## src/rtl/reg_file_pkg.sv

```systemverilog
// Shared types and helpers for the multi-port register file.
// The clear FSM encoding, default sizes and write-port priority select live here.
package reg_file_pkg;

   typedef enum logic {
      CLEAR = 1'b0,
      IDLE  = 1'b1
   } clr_state_t;

   localparam int DEF_ADDR_WIDTH    = 4;
   localparam int DEF_DATA_WIDTH    = 16;
   localparam int DEF_REG_FILE_SIZE = 16;
   localparam int DEF_NUM_RD        = 2;
   localparam int DEF_NUM_WR        = 2;

   // Widest write-port set the priority select can arbitrate.
   localparam int MAX_WR_PORTS = 8;

   // Highest-index asserted hit wins; -1 when no port hits.
   function automatic int prio_sel(input logic [MAX_WR_PORTS-1:0] hits);
      int sel;
      sel = -1;
      for (int k = 0; k < MAX_WR_PORTS; k++) begin
         if (hits[k]) sel = k;
      end
      return sel;
   endfunction

endpackage

```

## src/rtl/reg_file_scoreboard.sv

```systemverilog
// Pending-write bit per register: reservation sets, write clears, flush zeroes all.
// A reservation in the same cycle as a write to that register keeps the bit set.
module reg_file_scoreboard
   import reg_file_pkg::*;
#(
   parameter int ADDR_WIDTH    = DEF_ADDR_WIDTH,
   parameter int REG_FILE_SIZE = DEF_REG_FILE_SIZE,
   parameter int NUM_RD        = DEF_NUM_RD
) (
   input  logic                         clk,
   input  logic                         rst,
   input  logic                         flush_i,
   input  logic                         rsv_en_i,
   input  logic [ADDR_WIDTH-1:0]        rsv_addr_i,
   input  logic [REG_FILE_SIZE-1:0]     wr_clr_i,
   input  logic [NUM_RD*ADDR_WIDTH-1:0] lk_addr_i,
   output logic [NUM_RD-1:0]            lk_pend_o
);

   localparam logic [ADDR_WIDTH:0] SIZE_L = (ADDR_WIDTH+1)'(REG_FILE_SIZE);

   logic [REG_FILE_SIZE-1:0] pend_q;
   logic [REG_FILE_SIZE-1:0] pend_d;

   always_comb begin
      pend_d = pend_q & ~wr_clr_i;
      if (rsv_en_i) pend_d[rsv_addr_i] = 1'b1;
      if (flush_i)  pend_d = '0;
   end

   always_ff @(posedge clk or negedge rst) begin
      if (!rst) pend_q <= '0;
      else      pend_q <= pend_d;
   end

   for (genvar i = 0; i < NUM_RD; i++) begin : g_lk
      logic [ADDR_WIDTH-1:0] a;
      assign a            = lk_addr_i[i*ADDR_WIDTH +: ADDR_WIDTH];
      assign lk_pend_o[i] = ({1'b0, a} < SIZE_L) ? pend_q[a] : 1'b0;
   end

endmodule

```

## src/rtl/reg_file_mp.sv

```systemverilog
// Multi-port register file with pending-bit scoreboard and sequential clear FSM.
// Optional same-cycle write-to-read forwarding when REG_FILE_BYPASS_EN is defined.
module reg_file_mp
   import reg_file_pkg::*;
#(
   parameter int ADDR_WIDTH    = DEF_ADDR_WIDTH,
   parameter int DATA_WIDTH    = DEF_DATA_WIDTH,
   parameter int REG_FILE_SIZE = DEF_REG_FILE_SIZE,
   parameter int NUM_RD        = DEF_NUM_RD,
   parameter int NUM_WR        = DEF_NUM_WR,
   parameter int ZERO_REG      = 1
) (
   input  logic                         clk,
   input  logic                         rst,
   input  logic                         clr_req,
   output logic                         busy,
   output logic                         dbg_state,
   input  logic [NUM_RD*ADDR_WIDTH-1:0] reg_r_addr,
   output logic [NUM_RD*DATA_WIDTH-1:0] reg_r_data,
   output logic [NUM_RD-1:0]            reg_r_pend,
   input  logic [NUM_WR*ADDR_WIDTH-1:0] reg_w_addr,
   input  logic [NUM_WR*DATA_WIDTH-1:0] reg_w_data,
   input  logic [NUM_WR-1:0]            reg_w_en,
   input  logic [ADDR_WIDTH-1:0]        rsv_addr,
   input  logic                         rsv_en
);

   localparam logic [ADDR_WIDTH:0]   SIZE_L   = (ADDR_WIDTH+1)'(REG_FILE_SIZE);
   localparam logic [ADDR_WIDTH-1:0] LAST_IDX = ADDR_WIDTH'(REG_FILE_SIZE-1);

   // Addresses that exist and are not the hardwired zero register.
   function automatic logic addr_ok(input logic [ADDR_WIDTH-1:0] a);
      return ({1'b0, a} < SIZE_L) && !((ZERO_REG != 0) && (a == '0));
   endfunction

   clr_state_t            state_q, state_d;
   logic [ADDR_WIDTH-1:0] idx_q, idx_d;
   logic                  flush;

   always_ff @(posedge clk or negedge rst) begin
      if (!rst) begin
         state_q <= CLEAR;
         idx_q   <= '0;
      end else begin
         state_q <= state_d;
         idx_q   <= idx_d;
      end
   end

   always_comb begin
      state_d = state_q;
      idx_d   = idx_q;
      busy    = 1'b0;
      flush   = 1'b0;
      case (state_q)
         CLEAR: begin
            busy  = 1'b1;
            idx_d = idx_q + 1'b1;
            if (idx_q == LAST_IDX) begin
               state_d = IDLE;
               idx_d   = '0;
            end
         end
         IDLE: begin
            if (clr_req) begin
               state_d = CLEAR;
               idx_d   = '0;
               flush   = 1'b1;
            end
         end
         default: state_d = CLEAR;
      endcase
   end

   assign dbg_state = state_q;

   logic [ADDR_WIDTH-1:0]    wa [NUM_WR];
   logic [DATA_WIDTH-1:0]    wd [NUM_WR];
   logic [NUM_WR-1:0]        wr_ok;
   logic [REG_FILE_SIZE-1:0] wr_clr;
   logic                     rsv_ok;
   logic [NUM_RD-1:0]        sb_pend;

   for (genvar j = 0; j < NUM_WR; j++) begin : g_wr
      assign wa[j]    = reg_w_addr[j*ADDR_WIDTH +: ADDR_WIDTH];
      assign wd[j]    = reg_w_data[j*DATA_WIDTH +: DATA_WIDTH];
      assign wr_ok[j] = !busy && reg_w_en[j] && addr_ok(wa[j]);
   end

   assign rsv_ok = !busy && rsv_en && addr_ok(rsv_addr);

   always_comb begin
      wr_clr = '0;
      for (int j = 0; j < NUM_WR; j++) begin
         if (wr_ok[j]) wr_clr[wa[j]] = 1'b1;
      end
   end

   logic [DATA_WIDTH-1:0] mem_q [REG_FILE_SIZE];
   logic [DATA_WIDTH-1:0] mem_d [REG_FILE_SIZE];

   // Ascending port loop lets the highest-index write to an entry win.
   always_comb begin
      mem_d = mem_q;
      if (busy) mem_d[idx_q] = '0;
      for (int j = 0; j < NUM_WR; j++) begin
         if (wr_ok[j]) mem_d[wa[j]] = wd[j];
      end
   end

   always_ff @(posedge clk) begin
      mem_q <= mem_d;
   end

   reg_file_scoreboard #(
      .ADDR_WIDTH    (ADDR_WIDTH),
      .REG_FILE_SIZE (REG_FILE_SIZE),
      .NUM_RD        (NUM_RD)
   ) u_sb (
      .clk        (clk),
      .rst        (rst),
      .flush_i    (flush),
      .rsv_en_i   (rsv_ok),
      .rsv_addr_i (rsv_addr),
      .wr_clr_i   (wr_clr),
      .lk_addr_i  (reg_r_addr),
      .lk_pend_o  (sb_pend)
   );

   for (genvar i = 0; i < NUM_RD; i++) begin : g_rd
      logic [ADDR_WIDTH-1:0] ra;
      logic [DATA_WIDTH-1:0] rdata;
      logic                  rpend;
`ifdef REG_FILE_BYPASS_EN
      logic [MAX_WR_PORTS-1:0] hits;
      int                      sel;
`endif
      assign ra = reg_r_addr[i*ADDR_WIDTH +: ADDR_WIDTH];

      always_comb begin
         rdata = '0;
         rpend = 1'b0;
`ifdef REG_FILE_BYPASS_EN
         hits  = '0;
         for (int j = 0; j < NUM_WR; j++) hits[j] = wr_ok[j] && (wa[j] == ra);
         sel   = prio_sel(hits);
`endif
         if (!busy && addr_ok(ra)) begin
            rdata = mem_q[ra];
            rpend = sb_pend[i];
`ifdef REG_FILE_BYPASS_EN
            if (sel >= 0) begin
               rdata = wd[sel];
               rpend = rsv_ok && (rsv_addr == ra);
            end
`endif
         end
      end

      assign reg_r_data[i*DATA_WIDTH +: DATA_WIDTH] = rdata;
      assign reg_r_pend[i]                          = rpend;
   end

endmodule

```

## config.mk

```make
export PLATFORM = sky130hd
export DESIGN_NAME = reg_file_mp
export DESIGN_NICKNAME = d
export VERILOG_FILES = /design/src/rtl/reg_file_pkg.sv /design/src/rtl/reg_file_scoreboard.sv /design/src/rtl/reg_file_mp.sv
export SDC_FILE = /design/constraint.sdc
export NUM_CORES = 1
export LEC_CHECK = 0
export ABC_AREA = 0
export CAP_MARGIN = 0
export CELL_PAD_IN_SITES_DETAIL_PLACEMENT = 1
export CELL_PAD_IN_SITES_GLOBAL_PLACEMENT = 1
export CORE_MARGIN = 2
export CORE_UTILIZATION = 50
export DETAILED_ROUTE_END_ITERATION = 12
export HOLD_SLACK_MARGIN = 0.05
export PLACE_DENSITY_LB_ADDON = 0.1
export SKIP_LAST_GASP = 1
export SLEW_MARGIN = 20
export SYNTH_ARGS = -nofsm -noshare
export SYNTH_HDL_FRONTEND = slang
export SYNTH_SLANG_ARGS = --single-unit
```

## constraint.sdc

```tcl
create_clock -name clk -period 4.7 [get_ports clk]
set_clock_uncertainty 0.1 [all_clocks]
set_input_delay 0.94 -clock clk [delete_from_list [all_inputs] [get_ports clk]]
set_output_delay 0.94 -clock clk [all_outputs]
set_load 0.02 [all_outputs]
```

==> results.toml <==
[sta]
tightest_slew_ns = 0.998
finalMaxSlewViolations = 0
setup_viol = 1
period_minus_slack_ns = 4.71
fmax_mhz = 212
slew_headroom = 0.333
period_share = 1.00
rsz0062_at_grt = "no"
setup_ws_ns = -0.0106
hold_violations = 0

[detailed_routing]
drt-total-wl_um = 66100
viasPerCell = 7.37
vias = 16000
dr_wl_met2_um = 28500
drc = 0
drt_iter0_drc = 2313
top_layer = "met4"
wl_met1_um = 27700
wl_met3_um = 7780
drt.antenna.violating_nets = 0
dr.pass1.iters = 6
wire_per_inst_um = 30.4

[cts]
numClockSinks = 260
postCtsSetupRepairBufs = 0
cts_tree = "done"
cts_buffer_depth = 3
htreeDepth = 1
insertion_delay_ns = 0.57
cts_buffers = 31
holdBufCountCts = 0
clk_pin_slew_ns = 0.06
cts.root.buffer_cell = "clkbuf_16"

[worst_hold_path]
hp-start = "u_sb.pend_q[5]"
min_path_type = "flip-flop to flip-flop"
whs_path_depth = 2
holdPathEnd = "u_sb.pend_q[5]"

[power]
vdd_drop_max_v = 0.000320
p_int_w = 0.00554
seqPwrFrac = 0.415
p_per_area_nw_per_um2 = 493
pwr-share-clk = 0.280
pwr-share-comb = 0.304
swShare = 0.364
p_leak_nw = 6.49
switchingPower_w = 0.00317

[synth]
synthCells = 1806
avgSynthCellArea_um2 = 8.71
synth_ff_type = "dfxtp_1"
seq_area_frac_synth = 0.337
yosys.area.top_type = "dfxtp_1"
async_flop_share = 0.0769
yosys-top-cells-area = "dfxtp_1 (31%), a32oi_1 (13%), mux2i_1 (11%)"
yosys_warnings = 0
synth_nets = 1868
ys_types = 57
synth-seq-cells = 260
synth-edff-count = 0
syn_area_um2 = 15700
yosysTopAreaCellShare = 0.305

[layout]
syn_to_final_growth_pct = 12.1
fin_nets = 1822
postLayoutCoreUtil = 0.574
final_cells = 2177
drive_gt1_frac = 0.122
num_antenna_cells = 0

[placed_design]
place_inst = 2123
io_buffer_count = 93
place_hpwl_um = 42800
place_congestion = 0.896

[worst_setup_path]
required_ns = 3.66
r2r_start = "dbg_state"
reg2reg_depth = 5
cp-start-kind = "input port"
reg2reg_slack_ns = 1.65
reg2reg_to = "u_sb.pend_q[15]"
crit_type = "input port to primary output"
arrival_ns = 3.67
cp-startpoint = "reg_r_addr[0]"
worstPathMaxFanout = 17
end_kind = "primary output"

[floorplanning]
io_pins = 94
initial_utilization = 0.512
core.rowCount = 64
fp.dieW_um = 181
core_area_um2 = 30700
dieArea_um2 = 32900
die_y_um = 181

[run_status]
status = "finished with violations"
violations = "setup timing"

[grt]
antenna_found_initial = 0
grt_max_degree = 69
grt_pass1_vias = 15800
grt_pass1_wl_um = 99400
grt.total_usage = 0.388
gr-total-overflow = 0

[job]
drv_cap = 0
state kept, by name, indices dropped and copies added, names as in the netlist:
| signal | count |
|---|---|
| dbg_state | 1 |
| idx_q | 4 |
| mem_q | 240 |
| u_sb.pend_q | 15 |
cell usage in the layout (no fill, tap or decap), types with 17 or more instances in the layout:
cell type and count:
a21oi_1 243, a32oi_1 240, buf_4 42, clkbuf_16 32, clkdlybuf4s50_1 90, dfrtp_1 20
dfxtp_1 240, mux2_2 64, mux2i_1 168, nand2_1 28, nand4_1 17, nor2_1 245
nor3_1 17, o21ai_0 47, o22ai_1 85
cell usage after synthesis (2+ instances only):
library cell	n
a31oi_1	15
nand2b_1	7
a22o_1	16
ha_1	4
a21oi_1	243
buf_4	17
clkbuf_1	84
o22ai_1	85
nand4b_1	2
nand3_2	2
and4b_1	7
inv_1	4
dfrtp_1	20
nor2b_1	8
nor3_1	17
nand4_1	17
a211oi_1	16
a32oi_4	3
o31ai_1	2
or2_2	2
buf_2	110
mux4_2	3
mux2_2	64
and4bb_2	7
a32oi_1	240
nand4b_2	4
mux2i_1	168
buf_6	16
or3_1	6
and4_1	2
nand3b_1	3
nand4bb_1	2
nor4bb_1	2
a21oi_4	12
dfxtp_1	240
o21ai_0	47
nand3_1	3
nand2_1	28
nor2_1	245
a22oi_1	16
logic make-up after synthesis:
kind of cell / after synthesis / share of synthesized area
simple gates: 372 / 0.114
buf+inv: 232 / 0.0758
mux: 235 / 0.157
compound gates: 702 / 0.312
xor+xnor: 1 / 0.000557
fa+ha+maj: 4 / 0.00318
flops: 260 / 0.337
per-stage QoR:
step                setup TNS [ns]  worst slack [ns]  cell area (µm²)  hold slack, ns  total power [W]
floorplan                        0              1.40            15700           0.391          0.00526
global placement                 0             0.144            16600           0.428          0.00603
detailed placement               0            0.0911            16600           0.445          0.00615
CTS                              0            0.0732            17600           0.437          0.00860
global route                     0            0.0159            17600           0.492          0.00904
finish                     -0.0106           -0.0106            17600           0.448          0.00870
per-layer routing:
layer	track usage	vias up
met5	0	-
met4	0.137	0
met3	0.0925	182
met2	0.588	1019
met1	0.540	7951
li1	-	6887
repair_timing:
action / CTS / global route
endpoints found under the setup margin: 0 / 5
hold endpoints to repair: 0 / 0
resized for setup: 0 / 1
how the worst max path moves through the flow:
stage / end / slack, ns / cells after the start
after global routing: reg_r_data[5] / 0.02 / 7
after CTS: reg_r_data[13] / 0.07 / 7
final: reg_r_data[5] / -0.01 / 7
after global placement: reg_r_data[13] / 0.14 / 7
after detailed placement: reg_r_data[13] / 0.09 / 7
after floorplan: reg_r_data[10] / 1.40 / 5
worst max-delay path, stage by stage:
cell and delay, ns:
clkdlybuf4s50_1 0.76, nand4bb_1 0.20, buf_4 0.34, o22ai_1 0.16
a211oi_1 0.38, o21ai_0 0.28, clkdlybuf4s50_1 0.60
power by group through the flow:
stage               Combinational (W)  Sequential, W  Clock [W]
floorplan                     0.00187        0.00339          0
global placement              0.00246        0.00357          0
detailed placement            0.00254        0.00361          0
CTS                           0.00256        0.00359    0.00246
global route                  0.00281        0.00369    0.00254
finish                        0.00265        0.00362    0.00244
final cells by class:
type                    count  area, µm²
multi-input cells        1314       9290
flip-flops and latches    260       5310
clock inverters             5       58.8
fillers                  3542      13100
well taps                 396        495
inverters                   5       18.8
repair buffers            148       1510
clock buffers              49        965
Note: power is estimated with default switching activity, not from simulation.
